--- src/rtl/elevator_request_scheduler.sv ---
// Collective-sweep elevator request scheduler: keeps a map of pending floor calls
// and steers the downstream controller to the nearest pending floor in the sweep direction.
module elevator_request_scheduler #(
  parameter int NUM_FLOORS   = 51,
  parameter int DWELL_CYCLES = 4
) (
  input  logic       clk,
  input  logic       reset,
  input  logic       call_valid,
  input  logic [6:0] call_floor,
  input  logic [6:0] cur_floor,
  input  logic       stop,
  output logic [6:0] req_floor,
  output logic       dir_up,
  output logic       busy,
  output logic       door_hold,
  output logic [5:0] pending_count,
  output logic       call_err
);

  localparam int              CNT_W       = (DWELL_CYCLES > 1) ? $clog2(DWELL_CYCLES) : 1;
  localparam logic [CNT_W-1:0] DWELL_LOAD  = CNT_W'(DWELL_CYCLES - 1);
  localparam logic [6:0]       FLOOR_LIMIT = 7'(NUM_FLOORS);

  typedef enum logic [1:0] {
    IDLE  = 2'd0,
    UP    = 2'd1,
    DOWN  = 2'd2,
    DWELL = 2'd3
  } state_t;

  function automatic logic [5:0] popcount(input logic [NUM_FLOORS-1:0] map);
    logic [5:0] n;
    n = 6'd0;
    for (int f = 0; f < NUM_FLOORS; f++) begin
      n = n + 6'(map[f]);
    end
    return n;
  endfunction

  state_t                  state_r, state_s;
  logic [NUM_FLOORS-1:0]   pending_r, pending_s;
  logic                    dir_up_r, dir_up_s;
  logic [CNT_W-1:0]        cnt_r, cnt_s;
  logic [6:0]              req_floor_r, req_floor_s;
  logic [5:0]              count_r;
  logic                    call_err_r;

  logic       cur_valid_s, call_ok_s, arrival_s, clear_s;
  logic       above_s, below_s, at_cur_s;
  logic [6:0] up_target_s, down_target_s;

  assign cur_valid_s = (cur_floor < FLOOR_LIMIT);
  assign call_ok_s   = call_valid && (call_floor < FLOOR_LIMIT);
  assign arrival_s   = ((state_r == UP) || (state_r == DOWN)) && stop && (cur_floor == req_floor_r);

  // Scan the pending map for the nearest call above/below the car and a call at the car.
  always_comb begin
    above_s       = 1'b0;
    below_s       = 1'b0;
    at_cur_s      = 1'b0;
    up_target_s   = 7'd0;
    down_target_s = 7'd0;
    for (int f = 0; f < NUM_FLOORS; f++) begin
      up_target_s   = (pending_r[f] && (7'(f) > cur_floor) && !above_s) ? 7'(f) : up_target_s;
      down_target_s = (pending_r[f] && (7'(f) < cur_floor)) ? 7'(f) : down_target_s;
      above_s       = above_s | (pending_r[f] && (7'(f) > cur_floor));
      below_s       = below_s | (pending_r[f] && (7'(f) < cur_floor));
      at_cur_s      = at_cur_s | (pending_r[f] && (7'(f) == cur_floor));
    end
  end

  // Sweep FSM: next state, direction, dwell counter and service-clear request.
  always_comb begin
    state_s  = state_r;
    dir_up_s = dir_up_r;
    cnt_s    = cnt_r;
    clear_s  = 1'b0;
    if (!cur_valid_s) begin
      state_s = IDLE;
      cnt_s   = {CNT_W{1'b0}};
    end else begin
      case (state_r)
        IDLE: begin
          if (at_cur_s) begin
            state_s = DWELL;
            cnt_s   = DWELL_LOAD;
            clear_s = 1'b1;
          end else if (above_s) begin
            state_s  = UP;
            dir_up_s = 1'b1;
          end else if (below_s) begin
            state_s  = DOWN;
            dir_up_s = 1'b0;
          end else begin
            state_s = IDLE;
          end
        end
        UP, DOWN: begin
          // A call at the car keeps the sweep alive until the controller reports the stop.
          if (arrival_s) begin
            state_s = DWELL;
            cnt_s   = DWELL_LOAD;
            clear_s = 1'b1;
          end else if ((state_r == UP) ? (above_s || at_cur_s) : (below_s || at_cur_s)) begin
            state_s = state_r;
          end else begin
            state_s = IDLE;
          end
        end
        DWELL: begin
          if (call_ok_s && (call_floor == cur_floor)) begin
            cnt_s = DWELL_LOAD;
          end else if (cnt_r != {CNT_W{1'b0}}) begin
            cnt_s = cnt_r - CNT_W'(1);
          end else if (dir_up_r ? above_s : below_s) begin
            state_s = dir_up_r ? UP : DOWN;
          end else if (dir_up_r ? below_s : above_s) begin
            state_s  = dir_up_r ? DOWN : UP;
            dir_up_s = ~dir_up_r;
          end else begin
            state_s = IDLE;
          end
        end
        default: begin
          state_s = IDLE;
        end
      endcase
    end
  end

  // Pending map update; the service clear is applied after the call set so it wins.
  always_comb begin
    pending_s = pending_r;
    if (cur_valid_s) begin
      for (int f = 0; f < NUM_FLOORS; f++) begin
        pending_s[f] = (pending_r[f]
                        | (call_ok_s && (call_floor == 7'(f))
                           && !((state_r == DWELL) && (cur_floor == 7'(f)))))
                       & ~(clear_s && (cur_floor == 7'(f)));
      end
    end else begin
      pending_s = pending_r;
    end
  end

  // Target floor follows the next state so a new call reaches req_floor one edge after it lands.
  always_comb begin
    req_floor_s = req_floor_r;
    case (state_s)
      UP:          req_floor_s = above_s ? up_target_s : req_floor_r;
      DOWN:        req_floor_s = below_s ? down_target_s : req_floor_r;
      IDLE, DWELL: req_floor_s = cur_valid_s ? cur_floor : req_floor_r;
      default:     req_floor_s = req_floor_r;
    endcase
  end

  // State and output registers.
  always_ff @(posedge clk or negedge reset) begin
    if (!reset) begin
      state_r     <= IDLE;
      pending_r   <= {NUM_FLOORS{1'b0}};
      dir_up_r    <= 1'b1;
      cnt_r       <= {CNT_W{1'b0}};
      req_floor_r <= 7'd0;
      count_r     <= 6'd0;
      call_err_r  <= 1'b0;
    end else begin
      state_r     <= state_s;
      pending_r   <= pending_s;
      dir_up_r    <= dir_up_s;
      cnt_r       <= cnt_s;
      req_floor_r <= req_floor_s;
      count_r     <= popcount(pending_s);
      call_err_r  <= call_valid && !(call_floor < FLOOR_LIMIT);
    end
  end

  assign req_floor     = req_floor_r;
  assign dir_up        = dir_up_r;
  assign busy          = (state_r != IDLE);
  assign door_hold     = (state_r == DWELL);
  assign pending_count = count_r;
  assign call_err      = call_err_r;

endmodule

--- config.mk ---
export PLATFORM = sky130hd
export DESIGN_NAME = elevator_request_scheduler
export DESIGN_NICKNAME = d
export VERILOG_FILES = /design/src/rtl/elevator_request_scheduler.sv
export SDC_FILE = /design/constraint.sdc
export NUM_CORES = 1
export LEC_CHECK = 0
export BUFFER_PORTS_ARGS = -buffer_cell sky130_fd_sc_hd__buf_2
export CORE_UTILIZATION = 35
export CTS_CLUSTER_SIZE = 20
export DETAILED_ROUTE_END_ITERATION = 6
export GPL_ROUTABILITY_DRIVEN = 0
export PLACE_DENSITY = 0.48
export SLEW_MARGIN = 20
export SYNTH_ARGS = -nofsm -noshare
export SYNTH_HDL_FRONTEND = slang
export SYNTH_SLANG_ARGS = --single-unit
export TNS_END_PERCENT = 100
--- constraint.sdc ---
create_clock -name clk -period 6.8 [get_ports clk]
set_input_delay 0.34 -clock clk [delete_from_list [all_inputs] [get_ports clk]]
set_output_delay 0.34 -clock clk [all_outputs]
set_load 0.01 [all_outputs]
### Word level (Yosys, flattened, before mapping)

Cells that the tools add are included.
W data, S select, Z words.

* register bits after elaboration: 70
* input port bits: 18
* output and inout port bits: 17
* word-level logic and storage cells: 1304

* add/subtract/negate cells: 51
* $lt $le $gt $ge: 104
* equality and inequality tests: 170
* muxes and demuxes: 139
* bitwise gates (word level): 304
* reduce and logical (&&, ||, !) cells: 529

Operator list (number)
* $logic_and A1 B1 Y1: 412
* $add A6 B1 Y6: 45
* $eq A7 B6 Y1 const B: 38
* $mux W6: 38
* $eq A7 B5 Y1 const B: 32
* $or A1 B1 Y1: 201
* $mux W5: 32
* $eq A6 B7 Y1 const A: 19
* $gt A6 B7 Y1 const A: 19
* $lt A6 B7 Y1 const A: 19
* $eq A5 B7 Y1 const A: 16
* $eq A7 B4 Y1 const B: 16
* $gt A5 B7 Y1 const A: 16
* $lt A5 B7 Y1 const A: 16
* $logic_not A1 Y1: 102
* $mux W4: 16
* $eq A4 B7 Y1 const A: 8
* $eq A7 B3 Y1 const B: 8
* $gt A4 B7 Y1 const A: 8
* $lt A4 B7 Y1 const A: 8
* $not A1 Y1: 52
* $and A1 B1 Y1: 51
* $mux W51: 1
* $mux W2: 21
* other kinds (38): 103

### Depth between registers and ports, before layout

* depth in word-level cells: 109
* mapped depth: 33
* depth with buffers taken out: 29

### Worst setup path before layout

No wires, ideal clock.

* path kind: input port to flip-flop
* start: in cur_floor[4]
* end: reg count_r[4], in the netlist pending_count[4]
* library setup time: 80 ps
* arrival: 7531 ps
* data required time: 6720 ps
* setup slack: -811 ps
* stages: 31
* path buffers: 5
* cells stage by stage: buf_6 > buf_2 > buf_4 > buf_2 > buf_2 > xor2_1 > nor4_1 > a21oi_1 > or3_1 > nor3_2 > a21oi_1 > fa_1 > inv_1 > fa_1 > inv_1 > fa_1 > inv_1 > fa_1 > inv_1 > fa_1 > inv_1 > fa_1 > inv_1 > fa_1 > inv_1 > fa_1 > inv_1 > fa_1 > a21o_1 > a21oi_1 > xnor2_1

* elaborated cells on any way between the ends: 617
* classes of those cells: add/sub (50); order compare (1); eq/ne (101); mux (5); bitwise (203); reduce/logical (257)

RTL lines
* start, declared: line 11 `input logic [6:0] cur_floor,`
* $eq A1 B7 Y1 or $logic_not A7 Y1 (tied branches): line 69 `at_cur_s = at_cur_s | (pending_r[f] && (7'(f) == cur_floor));`
* $logic_and A1 B1 Y1: line 69
* $or A1 B1 Y1 (50 in series): line 69
* $mux W1: line 85 `if (at_cur_s) begin`
* $pmux W1 S2: line 83 `case (state_r)`
* $mux W1: line 79 `if (!cur_valid_s) begin`
* $logic_and A1 B1 Y1: line 140 `& ~(clear_s && (cur_floor == 7'(f)));`
* $not A1 Y1: line 140
* $and A1 B1 Y1: line 140
* $mux W51 *: line 135 `if (cur_valid_s) begin`
* net pending_s[17]: line 42 `logic [NUM_FLOORS-1:0] pending_r, pending_s;`
* $add A6 B1 Y6 * (34 in series): line 36 `n = n + 6'(map[f]);`
* end signal, assigned: line 174 `count_r <= popcount(pending_s);`
* end, declared: line 46 `logic [5:0] count_r;`

The timed path passes the listed nets; every way through them passes the cells marked *.
A chain may end at the register's enable or synchronous reset.

### Final worst setup path

* start: in cur_floor[1]
* end: reg count_r[4], in the netlist pending_count[4]

* elaborated cells on any way between the ends: 617
* classes of those cells: add/sub (50); order compare (1); eq/ne (101); mux (5); bitwise (203); reduce/logical (257)

RTL lines (line)
* $eq A1 B7 Y1 or $logic_not A7 Y1 (tied branches): 69
* $logic_and A1 B1 Y1: 69
* $or A1 B1 Y1 (50 in series): 69
* $mux W1: 85
* $pmux W1 S2: 83
* $mux W1: 79
* $logic_and A1 B1 Y1: 140
* $not A1 Y1: 140
* $and A1 B1 Y1: 140
* $mux W51 *: 135
* net pending_s[3]: 42
* $add A3 B1 Y4 *: 36
* $add A4 B1 Y5 *: 36
* $add A5 B1 Y6 *: 36
* $add A6 B1 Y6 * (45 in series): 36

Marked as above.

==> load_flow_metrics.sql <==
INSERT INTO impl_metrics (metric_group, metric, value, unit) VALUES
('run_status', 'status', 'finished, violations left', ''),
('run_status', 'violations', 'DRC, setup timing', ''),
('clock_tree', 'clock_sink_count', '70', ''),
('flow_run', 'max-cap-violations', '0', ''),
('detailed_routing', 'detailedRoute.firstPassIterationCount', '7', ''),
('timing', 'hold_viol_final', '0', ''),
('worst_setup_path', 'timing.critical_path.mode_cell', 'sky130_fd_sc_hd__fa_1', ''),
('logic_synthesis', 'ys_warn_count', '0', ''),
('global_routing', 'globalRouteOverflowTotal', '0', ''),
('power_and_ir_drop', 'total_power_draw', '2.136', 'mW'),
('layout', 'share_of_cells_above_drive_strength_1', '34.13', '%'),
('timing', 'final_critical_path_setup_slack', '-0.3772', 'ns'),
('clock_tree', 'tritoncts', 'built', ''),
('worst_setup_path', 'cp-endpoint', 'pending_count[4]$_DFF_PN0_', ''),
('placed_design', 'dpl.hpwl', '35.73', 'mm'),
('worst_setup_path', 'critical_path.slowest_cell', 'sky130_fd_sc_hd__fa_1', ''),
('detailed_routing', 'drt-vias-per-instance', '6.427', ''),
('layout', 'final_area', '12760', 'sq um'),
('die', 'io_pins', '35', ''),
('power_and_ir_drop', 'fraction_of_power_spent_switching_nets', '40.36', '%'),
('timing', 'maxClockFrequency', '0.1393', 'GHz'),
('global_routing', 'grt_pass1_wl', '68.74', 'mm'),
('detailed_routing', 'highest_layer', 'met4', ''),
('power_and_ir_drop', 'total_switching_power', '0.8619', 'mW'),
('logic_synthesis', 'synth_edf_count', '0', ''),
('die', 'placeableCoreArea', '25110', 'sq um'),
('logic_synthesis', 'yosysTopAreaCellShare', '19.30', '%'),
('worst_setup_path', 'path_max_fanout', '9', ''),
('power_and_ir_drop', 'power.density', '167.4', 'nW/um^2'),
('power_and_ir_drop', 'comb_power_share', '51.1', '%'),
('layout', 'finalNetCount', '1529', ''),
('clock_tree', 'clock_slew_seen_by_the_registers_of_the_worst_setup_and_hold_paths', '0.07', 'ns'),
('worst_setup_path', 'timing_worst_setup_path_type', 'primary input to register', ''),
('detailed_routing', 'initialDrtViolationCount', '1559', ''),
('timing', 'final-max-slew-violation-count', '0', ''),
('detailed_routing', 'antenna_violating_nets_post_route', '0', ''),
('detailed_routing', 'via_count', '11505', ''),
('worst_setup_path', 'cp_data_arrival_time', '7.46', 'ns'),
('clock_tree', 'clock_buffer_count_from_cts', '9', ''),
('logic_synthesis', 'ys_dominant_reg_cell', 'sky130_fd_sc_hd__dfrtp_1', ''),
('clock_tree', 'cts_root_buf', 'sky130_fd_sc_hd__clkbuf_16', ''),
('detailed_routing', 'detail_route.drc_violations', '71', ''),
('clock_tree', 'clock_network_latency_to_the_later_pin_of_the_worst_skew_pair', '0.36', 'ns'),
('power_and_ir_drop', 'leakagePower', '5.665', 'nW'),
('power_and_ir_drop', 'proportion_of_power_drawn_by_the_clock_network', '25.6', '%'),
('worst_setup_path', 'setup.worst_path.end_class', 'register', ''),
('global_routing', 'track_usage', '35.74', '%'),
('detailed_routing', 'wl_met1', '19.29', 'mm'),
('placed_design', 'dpl.cell_count', '1714', ''),
('placed_design', 'port-buffer-count', '34', ''),
('worst_setup_path', 'startpoint_type', 'primary input', ''),
('logic_synthesis', 'synthTopCellsByCount', '114 x sky130_fd_sc_hd__a21oi_1, 90 x sky130_fd_sc_hd__nand2_1, 78 x sky130_fd_sc_hd__inv_1, 75 x sky130_fd_sc_hd__nor2_1, 69 x sky130_fd_sc_hd__dfrtp_1', ''),
('timing', 'timing.final.setup_violations', '5', ''),
('worst_setup_path', 'rr_worst_depth', '30', ''),
('worst_setup_path', 'worst-r2r-setup-slack', '-0.36', 'ns'),
('worst_setup_path', 'worst_r2r_endpoint', 'pending_count[4]$_DFF_PN0_', ''),
('logic_synthesis', 'synth.largest_area_cell', 'sky130_fd_sc_hd__dfrtp_1', ''),
('power_and_ir_drop', 'internal_cell_power', '1.274', 'mW'),
('logic_synthesis', 'yosys.cell_count.top_type', 'sky130_fd_sc_hd__a21oi_1', ''),
('worst_setup_path', 'cp_slowest_stage_delay', '0.52', 'ns'),
('timing', 'fin_worst_skew', '0.01179', 'ns'),
('worst_setup_path', 'worst_setup_path_startpoint', 'cur_floor[1]', ''),
('global_routing', 'via_count_of_the_first_global_routing_pass', '10579', ''),
('logic_synthesis', 'sequential_area_share_after_synthesis', '19.59', '%'),
('logic_synthesis', 'netlist_top_cells_area', 'sky130_fd_sc_hd__dfrtp_1 19%, sky130_fd_sc_hd__fa_1 9.4%, sky130_fd_sc_hd__a21oi_1 6.4%', ''),
('timing', 'timing.hold.ws', '0.2738', 'ns'),
('placed_design', 'place_worst_setup_slack', '-0.9279', 'ns'),
('timing', 'timing.max_slew.rel_slack', '19.51', '%'),
('placed_design', 'post_dp_cell_area', '11430', 'sq um'),
('die', 'design.die.area', '26200', 'sq um'),
('logic_synthesis', 'asyncSetResetFlopFracSynth', '100.0', '%');
==> cells by family (layout without fill, tap and decap cells) <==
group / after synthesis / in the layout / share of synthesized area (%)
XOR/XNOR: 16 / 16 / 1.566
adder cells (fa/ha/maj): 58 / 58 / 11.61
flip-flops: 70 / 70 / 19.59
AND/OR/NAND/NOR: 390 / 390 / 24.17
other: 0 / 1 / 0
AO/OA/AOI/OAI: 448 / 449 / 33.65
multiplexers: 11 / 11 / 1.315
buffers and inverters: 173 / 465 / 8.098
==> state kept, by name, indices dropped and copies added, names as in the netlist <==
signal	flops
pending_r	51
req_floor	7
cnt_r	2
dir_up	1
state_r	2
pending_count	6
call_err	1
==> per-stage QoR <==
stage | utilization [%] | setup TNS (ns)
after floorplan | - | -1.561
final | 50.81 | -1.419
after global placement | 45.52 | -4.426
after global routing | 50.80 | -2.236
after detailed placement | 45.52 | -4.410
after CTS | 50.04 | -0.7323
==> cell usage in the layout (no fill, tap or decap), types with 12 or more instances in the layout <==
cell / count
sky130_fd_sc_hd__a211oi_1: 32
sky130_fd_sc_hd__a21o_1: 18
sky130_fd_sc_hd__a21oi_1: 104
sky130_fd_sc_hd__a31oi_1: 27
sky130_fd_sc_hd__buf_2: 27
sky130_fd_sc_hd__buf_4: 318
sky130_fd_sc_hd__dfrtp_1: 69
sky130_fd_sc_hd__fa_1: 38
sky130_fd_sc_hd__ha_1: 12
sky130_fd_sc_hd__inv_1: 69
sky130_fd_sc_hd__nand2_1: 87
sky130_fd_sc_hd__nand2b_1: 12
sky130_fd_sc_hd__nand3_1: 40
sky130_fd_sc_hd__nand4_1: 16
sky130_fd_sc_hd__nor2_1: 70
sky130_fd_sc_hd__nor2b_1: 20
sky130_fd_sc_hd__nor3_1: 21
sky130_fd_sc_hd__o211ai_1: 19
sky130_fd_sc_hd__o21ai_0: 57
sky130_fd_sc_hd__o22a_1: 16
sky130_fd_sc_hd__o22ai_1: 15
==> power groups by stage <==
stage,logic (mW),clock network [mW],registers (mW)
after global routing,1.18,0.572,0.502
after detailed placement,0.953,0,0.502
after CTS,1.01,0.551,0.497
final,1.09,0.547,0.497
after global placement,0.952,0,0.503
after floorplan,0.549,0,0.517
==> metal layers <==
layer / track usage (%) / vias to the layer above
met5: 0 / -
met4: 16.90 / 0
met3: 10.06 / 186
met2: 51.42 / 833
met1: 49.00 / 5537
li1: - / 4949
==> worst min path at each step <==
stage	start	to	slack, ns	cells after the start
after floorplan	reset	call_err$_DFF_PN0_	0.04	0
after global placement	reset	req_floor[5]$_DFFE_PN0P_	0.17	1
after detailed placement	reset	req_floor[3]$_DFFE_PN0P_	0.17	1
after CTS	call_valid	call_err$_DFF_PN0_	0.27	2
after global routing	call_valid	call_err$_DFF_PN0_	0.27	2
final	call_valid	call_err$_DFF_PN0_	0.27	2
==> final cells by class <==
class                           count  area [sq um]
Antenna cell                        1         2.502
Clock buffer                       10         239.0
Clock inverter                      6         92.59
Fill cell                        2483         12350
Inverter                           79         296.5
Multi-Input combinational cell    924          7005
Sequential cell                    70          1753
Tap cell                          330         412.9
Timing Repair Buffer              370          2957
==> worst max-delay path, delay by kind of cell <==
kind | cells | cell delay (ns)
buf+inv | 13 | 1.34
fa+ha+maj | 9 | 3.82
xor+xnor | 1 | 0.12
simple gates | 3 | 0.46
compound gates | 7 | 1.36
==> repair_timing <==
action,4_1_cts,5_1_grt
hold buffers,1,0
endpoints found under the setup margin,6,13
endpoints found under the hold margin,8,0
gates resized for setup,72,33
cloned,4,1
buffers inserted,49,9
pin swaps,40,26
(Power assumes the default switching activity.)
